==> src/rtl/clock_gate_ctrl.sv <==
// clock_gate_ctrl
//   Idle-detect controller driving the enable of a clock_gate cell for one
//   gated clock domain. Counts idle cycles across NUM_REQ requesters, runs a
//   request/acknowledge handshake before removing the clock, and sequences a
//   fixed wake-up delay before declaring the domain ready again.
//
// Ports
//   clk_i          free-running clock, rising edge
//   rst_i          synchronous active-high reset
//   busy_i         per-requester activity (any bit high = not idle)
//   wake_i         per-requester wake request
//   force_on_i     override: high = never gate
//   gate_ack_i     gated domain agrees to lose its clock (sampled in REQ only)
//   enable_o       to clock_gate enable (high = clock runs)
//   gate_req_o     request to gated domain to quiesce
//   ready_o        gated clock running and stable
//   state_o        current FSM state, for debug
//   gated_cycles_o cycles spent gated (statistics build only, else 0)
//
// Build option
//   CLK_GATE_STATS_EN : when defined, gated_cycles_o is a saturating 32-bit
//                       count of GATED cycles; otherwise it is tied to zero.

module clock_gate_ctrl #(
    parameter int unsigned NUM_REQ     = 4,
    parameter int unsigned IDLE_CYCLES = 16,
    parameter int unsigned WAKE_CYCLES = 2,
    parameter int unsigned CNT_W       = 8
) (
    input  logic               clk_i,
    input  logic               rst_i,
    input  logic [NUM_REQ-1:0] busy_i,
    input  logic [NUM_REQ-1:0] wake_i,
    input  logic               force_on_i,
    input  logic               gate_ack_i,
    output logic               enable_o,
    output logic               gate_req_o,
    output logic               ready_o,
    output logic [2:0]         state_o,
    output logic [31:0]        gated_cycles_o
);

    typedef enum logic [2:0] {
        ST_RUN   = 3'd0,
        ST_IDLE  = 3'd1,
        ST_REQ   = 3'd2,
        ST_GATED = 3'd3,
        ST_WAKE  = 3'd4
    } state_t;

    localparam logic [CNT_W-1:0] IDLE_LOAD = CNT_W'(IDLE_CYCLES - 1);
    localparam logic [CNT_W-1:0] WAKE_LOAD = CNT_W'(WAKE_CYCLES - 1);

    state_t           state_q, state_d;
    logic [CNT_W-1:0] cnt_q, cnt_d;
    logic             act, wk;

    assign act = (|busy_i) | (|wake_i) | force_on_i;
    assign wk  = (|wake_i) | force_on_i;

    always_ff @(posedge clk_i) begin
        if (rst_i) begin
            state_q <= ST_RUN;
            cnt_q   <= '0;
        end else begin
            state_q <= state_d;
            cnt_q   <= cnt_d;
        end
    end

    always_comb begin
        state_d = state_q;
        cnt_d   = cnt_q;
        case (state_q)
            ST_RUN: begin
                if (!act) begin
                    state_d = ST_IDLE;
                    cnt_d   = IDLE_LOAD;
                end
            end
            ST_IDLE: begin
                if (act) begin
                    state_d = ST_RUN;
                end else if (cnt_q == '0) begin
                    state_d = ST_REQ;
                end else begin
                    cnt_d = cnt_q - 1'b1;
                end
            end
            ST_REQ: begin
                // Activity takes priority over a same-cycle acknowledge.
                if (act) begin
                    state_d = ST_RUN;
                end else if (gate_ack_i) begin
                    state_d = ST_GATED;
                end
            end
            ST_GATED: begin
                // busy_i is meaningless here: the domain has no clock.
                if (wk) begin
                    state_d = ST_WAKE;
                    cnt_d   = WAKE_LOAD;
                end
            end
            ST_WAKE: begin
                if (cnt_q == '0) begin
                    state_d = ST_RUN;
                end else begin
                    cnt_d = cnt_q - 1'b1;
                end
            end
            default: state_d = ST_RUN;
        endcase
    end

    // Moore outputs; unknown encodings keep the clock running.
    always_comb begin
        enable_o   = 1'b1;
        ready_o    = 1'b1;
        gate_req_o = 1'b0;
        case (state_q)
            ST_REQ:   gate_req_o = 1'b1;
            ST_GATED: begin
                enable_o = 1'b0;
                ready_o  = 1'b0;
            end
            ST_WAKE:  ready_o = 1'b0;
            default:  ;
        endcase
    end

    assign state_o = state_q;

`ifdef CLK_GATE_STATS_EN
    logic [31:0] gated_cnt_q;

    always_ff @(posedge clk_i) begin
        if (rst_i) begin
            gated_cnt_q <= '0;
        end else if (state_q == ST_GATED && gated_cnt_q != '1) begin
            gated_cnt_q <= gated_cnt_q + 32'd1;
        end
    end

    assign gated_cycles_o = gated_cnt_q;
`else
    assign gated_cycles_o = '0;
`endif

endmodule

==> config.mk <==
export PLATFORM = sky130hd
export DESIGN_NAME = clock_gate_ctrl
export DESIGN_NICKNAME = d
export VERILOG_FILES = /design/src/rtl/clock_gate_ctrl.sv
export SDC_FILE = /design/constraint.sdc
export NUM_CORES = 1
export LEC_CHECK = 0
export BUFFER_PORTS_ARGS = -buffer_cell sky130_fd_sc_hd__buf_2
export CORE_MARGIN = 2
export CORE_UTILIZATION = 41
export DETAILED_ROUTE_END_ITERATION = 16
export PLACE_DENSITY = 0.85
export SLEW_MARGIN = 20
export SYNTH_ARGS = -nofsm -noshare
export SYNTH_HDL_FRONTEND = slang
export SYNTH_SLANG_ARGS = --single-unit
export TNS_END_PERCENT = 30
==> constraint.sdc <==
create_clock -name clk_i -period 1.6 [get_ports clk_i]
set_input_delay 0.08 -clock clk_i [delete_from_list [all_inputs] [get_ports clk_i]]
set_output_delay 0.08 -clock clk_i [all_outputs]
set_load 0.02 [all_outputs]
==> impl_metrics.tcl, run 1 <==
set metrics [dict create \
    synth_cells 120 \
    rsz0062_at_grt "yes" \
    crit_slowest_cell "or4b_4" \
    design.core.area_sq_um 2250 \
    violations "negative setup slack" \
    hp-class "in -> reg" \
    reg2reg_to "cnt_q[0]" \
    worst_ep_required_time_ns 1.77 \
    antenna_found_initial 0 \
    dr.pass1.iters 5 \
    cts_tree "built" \
    drt_iter0_markers 34 \
    clock_latency_ns 0.29 \
    yosysWarnings 0 \
    clock_path_buffers 2 \
    clk_pin_slew_ns 0.08 \
    syn_area_sq_um 990 \
    finalSetupTns_ns -1.76 \
    dr_total_vias 944 \
    arrival_ns 2.01 \
    grtUsageTotal 0.162 \
    clockRootBuffer "clkbuf_4" \
    finalHoldViolCount 0 \
    cp-start-kind "flip-flop" \
    totalWireLength_mm 2.37 \
    fp.dieW_um 53.1 \
    final_nets 165 \
    ant_nets 0 \
    fillers 211 \
    rrSetupSlack_ns -0.24 \
    crit_fanout 6 \
    dp_slack_ns -0.219 \
    crit_path_start "cnt_q[1]" \
    viasPerCell 5.30 \
    grt_overflow 0 \
    die_h_um 53.1 \
    grt_pass1_vias 774 \
    cts_made_buffers 3 \
    ir_drop_v 0.000278 \
    ys_seq_area_frac 0.223 \
    fmax_mhz 542 \
    r2r-start "cnt_q[1]" \
    placed_area_sq_um 1080 \
    hpwl_mm 1.73 \
    status "finished with violations" \
    criticalPathCategory "reg -> reg" \
    route.detailed.drc 0 \
    finalSetupViolations 8 \
    max_stage_delay_ns 0.47 \
    drive_gt1_frac 0.380 \
    setup_slack_ns -0.244 \
    cts_sinks 11 \
    dieArea_sq_um 2820 \
    ios 50 \
    wire_per_inst_um 13.3 \
    holdCritStartpoint "busy_i[2]" \
    min_period_ns 1.84 \
    antenna_cells 0 \
    power.leakage_uw 0.000489 \
    crit_path_end_kind "flip-flop" \
    power_density_nw_per_um2 502 \
    row_count 17 \
    cp_cell_sequence "inv_2, ha_4, or4b_4, o21ai_4, o221ai_4, nor2_1, a211oi_2" \
    finClkSkew_ns 0.00129 \
    fin_area_sq_um 1170 \
    worst_r2r_path_depth 7 \
    fin_crit_sh 1.15 \
    port_buffers 17 \
    ys_types 37 \
    synth.avg_cell_area_sq_um 8.25 \
    start_util 0.439 \
    grt_pass1_wl_mm 3.26 \
    drv_slew 0 \
    synth_seq_cells 11 \
    final_util 0.518 \
    syn_to_final_growth_pct 18.0 \
    maxCapViolations 0 \
    place_congestion 0.877 \
    grt_max_degree 11 \
    crit_path_end "cnt_q[0]" \
    cts_max_level 1 \
]
[worst max-delay path, delay by kind of cell, from the launching register on]
family | cells | cell delay [ns]
adder cells (fa/ha/maj) | 1 | 0.14
AND/OR/NAND/NOR | 2 | 0.66
buffers and inverters | 1 | 0.07
flip-flops | 1 | 0.33
AO/OA/AOI/OAI | 3 | 0.53
[per-stage QoR]
| stage | total power, uW | cells | hold slack [ns] |
|---|---|---|---|
| after floorplan | 419 | 151 | 0.251 |
| after global placement | 376 | 172 | 0.382 |
| after detailed placement | 378 | 172 | 0.392 |
| after CTS | 579 | 177 | 0.0950 |
| after global routing | 598 | 178 | 0.107 |
| final | 586 | 178 | 0.0936 |
[kinds of logic after synthesis]
family	share of synthesized area
and+or+nand+nor	0.248
buffers and inverters	0.267
AOI/OAI and AO/OA	0.234
DFF	0.223
adders and majority gates	0.0253
other	0.00379
[power breakdown]
group	internal (uW)	total, uW	leakage (uW)	switching, uW
Clock	97.2	211	0.0000150	113
Combinational	15.4	101	0.000384	86.1
Sequential	274	274	0.0000896	0.257
[layout make-up]
| type | instances | area, sq um | area share |
|---|---|---|---|
| flip-flops and latches | 11 | 223 | 0.191 |
| repair buffers | 29 | 175 | 0.150 |
| inverters | 3 | 11.3 | 0.00965 |
| well taps | 28 | 35.0 | 0.0300 |
| multi-input cells | 103 | 697 | 0.597 |
| clock buffers | 4 | 26.3 | 0.0225 |
[worst min path at each step]
stage	endpoint	slack, ns	cells past startpoint
after floorplan	state_o[1]	0.25	3
after global placement	state_o[1]	0.38	4
after detailed placement	state_o[1]	0.39	4
after CTS	state_o[1]	0.09	4
after global routing	state_o[1]	0.11	4
final	state_o[1]	0.09	4
[routing by layer]
metal	GRT usage	vias up	wire, um
met3	0.0311	17	252
met1	0.182	438	848
met4	0.103	0	89
li1	-	423	-
met2	0.279	66	1180
met5	0	-	0
[placed cells by master (no fill, tap or decap), types with 2 or more instances in the layout]
master / netlist / layout
a21o_1: 2 / 2
inv_2: 0 / 2
nor2_1: 9 / 8
nand3b_1: 2 / 2
buf_4: 33 / 12
buf_2: 0 / 17
nand2_1: 6 / 6
a211oi_2: 1 / 2
a311oi_2: 0 / 2
nor3_1: 4 / 4
o21ai_1: 3 / 3
nor3b_1: 3 / 2
dfxtp_2: 0 / 2
dfxtp_1: 11 / 9
nand2b_1: 4 / 4
a21oi_1: 10 / 10
conb_1: 1 / 32
clkbuf_4: 0 / 3
o21ai_0: 3 / 3
[repair_timing]
action	in CTS	in global routing
hold buffers	0	0
pin swaps	2	5
resized for setup	1	6
endpoints found under the setup margin	8	8
setup buffers	1	1
[synthesized netlist by cell type]
cell type / instances / area share
nand3_1: 1 / 0.0051
and2_2: 1 / 0.0076
and2_1: 1 / 0.0063
a211oi_2: 1 / 0.013
o31ai_2: 1 / 0.013
or4_4: 1 / 0.011
or3_2: 1 / 0.0076
or3_1: 1 / 0.0063
a311oi_1: 3 / 0.027
buf_4: 33 / 0.25
nand2_1: 6 / 0.023
nor2_1: 9 / 0.034
o221ai_2: 1 / 0.015
conb_1: 1 / 0.0038
nand2b_1: 4 / 0.025
a21oi_1: 10 / 0.051
o22ai_1: 1 / 0.0063
a211oi_1: 1 / 0.0076
nor4_4: 1 / 0.021
o21ai_2: 1 / 0.0089
clkbuf_2: 1 / 0.0051
o21ai_1: 3 / 0.015
nor3_1: 4 / 0.020
a31oi_1: 1 / 0.0063
dfxtp_1: 11 / 0.22
nand4bb_2: 1 / 0.016
o21ai_0: 3 / 0.015
or4b_1: 1 / 0.010
or2_2: 1 / 0.0063
a21o_1: 2 / 0.015
o221a_4: 1 / 0.020
nand3b_1: 2 / 0.015
ha_1: 2 / 0.025
and2b_2: 1 / 0.0089
o211ai_4: 1 / 0.021
inv_1: 3 / 0.011
nor3b_1: 3 / 0.023
[state kept, by name (all words and copies together), names as in the netlist]
name / flops
cnt_q: 8
state_o: 3
Power figures use the tool's default switching activity.
==> run 2, diff against run 1 <==
--- a/config.mk
+++ b/config.mk
@@ -5,11 +5,13 @@
 export SDC_FILE = /design/constraint.sdc
 export NUM_CORES = 1
 export LEC_CHECK = 0
+export ABC_AREA = 0
 export BUFFER_PORTS_ARGS = -buffer_cell sky130_fd_sc_hd__buf_2
 export CORE_MARGIN = 2
 export CORE_UTILIZATION = 41
 export DETAILED_ROUTE_END_ITERATION = 16
 export PLACE_DENSITY = 0.85
+export SETUP_SLACK_MARGIN = 0.4
 export SLEW_MARGIN = 20
 export SYNTH_ARGS = -nofsm -noshare
 export SYNTH_HDL_FRONTEND = slang
==> run 2 against run 1 <==
Hold slack worse by 0.0017 ns. Largest cell class unchanged. Cell count shrank 0.56%. Die area unchanged. Sequential power about the same. Non-clock buffer count fell by 1. Total power shrank 3.1%. Clock-buffer cell count unchanged. Routed wire length down 9.6%. Largest power group unchanged. The flow still finishes with violations (negative setup slack). Register-to-register slack improved by 0.10 ns. Global-route usage shrank 0.89 points.
==> impl_metrics.tcl, run 2 (synthesized netlist as in run 1, its figures left out) <==
set metrics [dict create \
    status "finished with violations" \
    violations "negative setup slack" \
    hpwl_mm 1.63 \
    finalHoldViolCount 0 \
    ant_nets 0 \
    clock_path_buffers 2 \
    fin_crit_sh 1.09 \
    grt_pass1_vias 747 \
    route.detailed.drc 0 \
    critical_path.top_delay_family "compound AO/OA/AOI/OAI gates" \
    rsz0062_at_grt "yes" \
    viasPerCell 4.94 \
    clk_pin_slew_ns 0.07 \
    cts_made_buffers 3 \
    clockRootBuffer "clkbuf_4" \
    antenna_found_initial 0 \
    criticalPathCategory "reg -> reg" \
    grt_pass1_wl_mm 3.17 \
    fp.dieW_um 53.1 \
    cp-start-kind "flip-flop" \
    grt_overflow 0 \
    fillers 217 \
    whs_path_depth 4 \
    finalSetupViolations 8 \
    final_nets 164 \
    cts_max_level 1 \
    dr_total_vias 875 \
    totalWireLength_mm 2.15 \
    crit_path_start "cnt_q[1]" \
    fmax_mhz 575 \
    holdCritStartpoint "busy_i[2]" \
    row_count 17 \
    largest_reg_flops 8 \
    dieArea_sq_um 2820 \
    syn_to_final_growth_pct 15.6 \
    cts_sinks 11 \
    ios 50 \
    hp-class "in -> reg" \
    worst_ep_required_time_ns 1.79 \
    place_congestion 0.899 \
    design.core.area_sq_um 2250 \
    r2r-start "cnt_q[1]" \
    crit_path_end "cnt_q[5]" \
    finClkSkew_ns 0.00665 \
    reg2reg_to "cnt_q[5]" \
    power.leakage_uw 0.000483 \
    arrival_ns 1.93 \
    worst_r2r_path_depth 6 \
    dr.pass1.iters 4 \
    grtUsageTotal 0.153 \
    die_h_um 53.1 \
    final_util 0.507 \
    cts_tree "built" \
    drv_slew 0 \
    cp_cell_sequence "inv_2, ha_4, or4b_4, o21ai_4, o221ai_2, a311oi_1" \
    maxCapViolations 0 \
    setup_slack_ns -0.139 \
    max_stage_delay_ns 0.46 \
    grt_max_degree 11 \
    layout_commonest_cell "conb_1" \
    ir_drop_v 0.000383 \
    power_uw 568 \
    drive_gt1_frac 0.389 \
    drt_iter0_markers 18 \
    wire_per_inst_um 12.1 \
    crit_fanout 6 \
    port_buffers 17 \
    crit_path_end_kind "flip-flop" \
    min_period_ns 1.74 \
    final_cell_mix "conb_1 (32), buf_2 (15), buf_4 (13), a21oi_1 (9), nor2_1 (8)" \
    rrSetupSlack_ns -0.14 \
    crit_cells 6 \
    top_register "cnt_q" \
    holdBufCountCts 0 \
    antenna_cells 0 \
    start_util 0.439 \
    crit_slowest_cell "or4b_4" \
    clock_latency_ns 0.28 \
    power_density_nw_per_um2 496 \
    cp_num_buf_inv 1 \
]
run 2: worst min-delay path by stage:
| stage | slack [ns] | end |
|---|---|---|
| 2_1_floorplan | 0.25 | state_o[1] |
| 3_3_place_gp | 0.38 | state_o[1] |
| 3_5_place_dp | 0.39 | state_o[1] |
| 4_1_cts | 0.09 | state_o[1] |
| 5_1_grt | 0.12 | state_o[1] |
| 6_report | 0.09 | state_o[1] |
run 2: power breakdown:
| group | switching [uW] | total, uW | internal (uW) |
|---|---|---|---|
| clock | 99.0 | 196 | 96.8 |
| combinational | 84.4 | 99.7 | 15.3 |
| sequential | 0.232 | 272 | 272 |
| total | 184 | 568 | 384 |
run 2: layer usage:
layer / part of all wire / wire, um / track usage / vias up
met5: 0 / 0 / 0 / -
li1: - / - / - / 419
met1: 0.40 / 861 / 0.171 / 399
met3: 0.084 / 181 / 0.0452 / 4
met2: 0.50 / 1080 / 0.279 / 53
met4: 0.011 / 24 / 0.0427 / 0
run 2: worst reg2reg max path, stage by stage, from the launching register on:
cell and delay [ns]:
dfxtp_2 0.32, inv_2 0.07, ha_4 0.14, or4b_4 0.47
o21ai_4 0.20, o221ai_2 0.19, a311oi_1 0.28
run 2: cell type report:
| class | count | area, sq um | share of cell area |
|---|---|---|---|
| well taps | 28 | 35.0 | 0.0306 |
| inverters | 3 | 11.3 | 0.00985 |
| clock buffers | 4 | 26.3 | 0.0230 |
| flip-flops and latches | 11 | 229 | 0.200 |
| repair buffers | 28 | 173 | 0.151 |
| multi-input cells | 103 | 669 | 0.585 |
run 2: timing repair:
item / in CTS / in global routing
pin swaps: 6 / 1
setup endpoints to repair: 14 / 14
resized for setup: 6 / 5
buffers inserted: 1 / 0
run 2: per-stage QoR:
step	setup WS, ns	hold slack [ns]	area [sq um]	std cells	setup TNS [ns]
3_3_place_gp	-0.0994	0.383	1080	172	-0.618
3_5_place_dp	-0.178	0.392	1080	172	-1.10
2_1_floorplan	-0.0572	0.251	1140	151	-0.385
4_1_cts	-0.146	0.0876	1130	177	-0.979
6_report	-0.139	0.0919	1140	177	-0.868
5_1_grt	-0.242	0.116	1140	177	-1.61
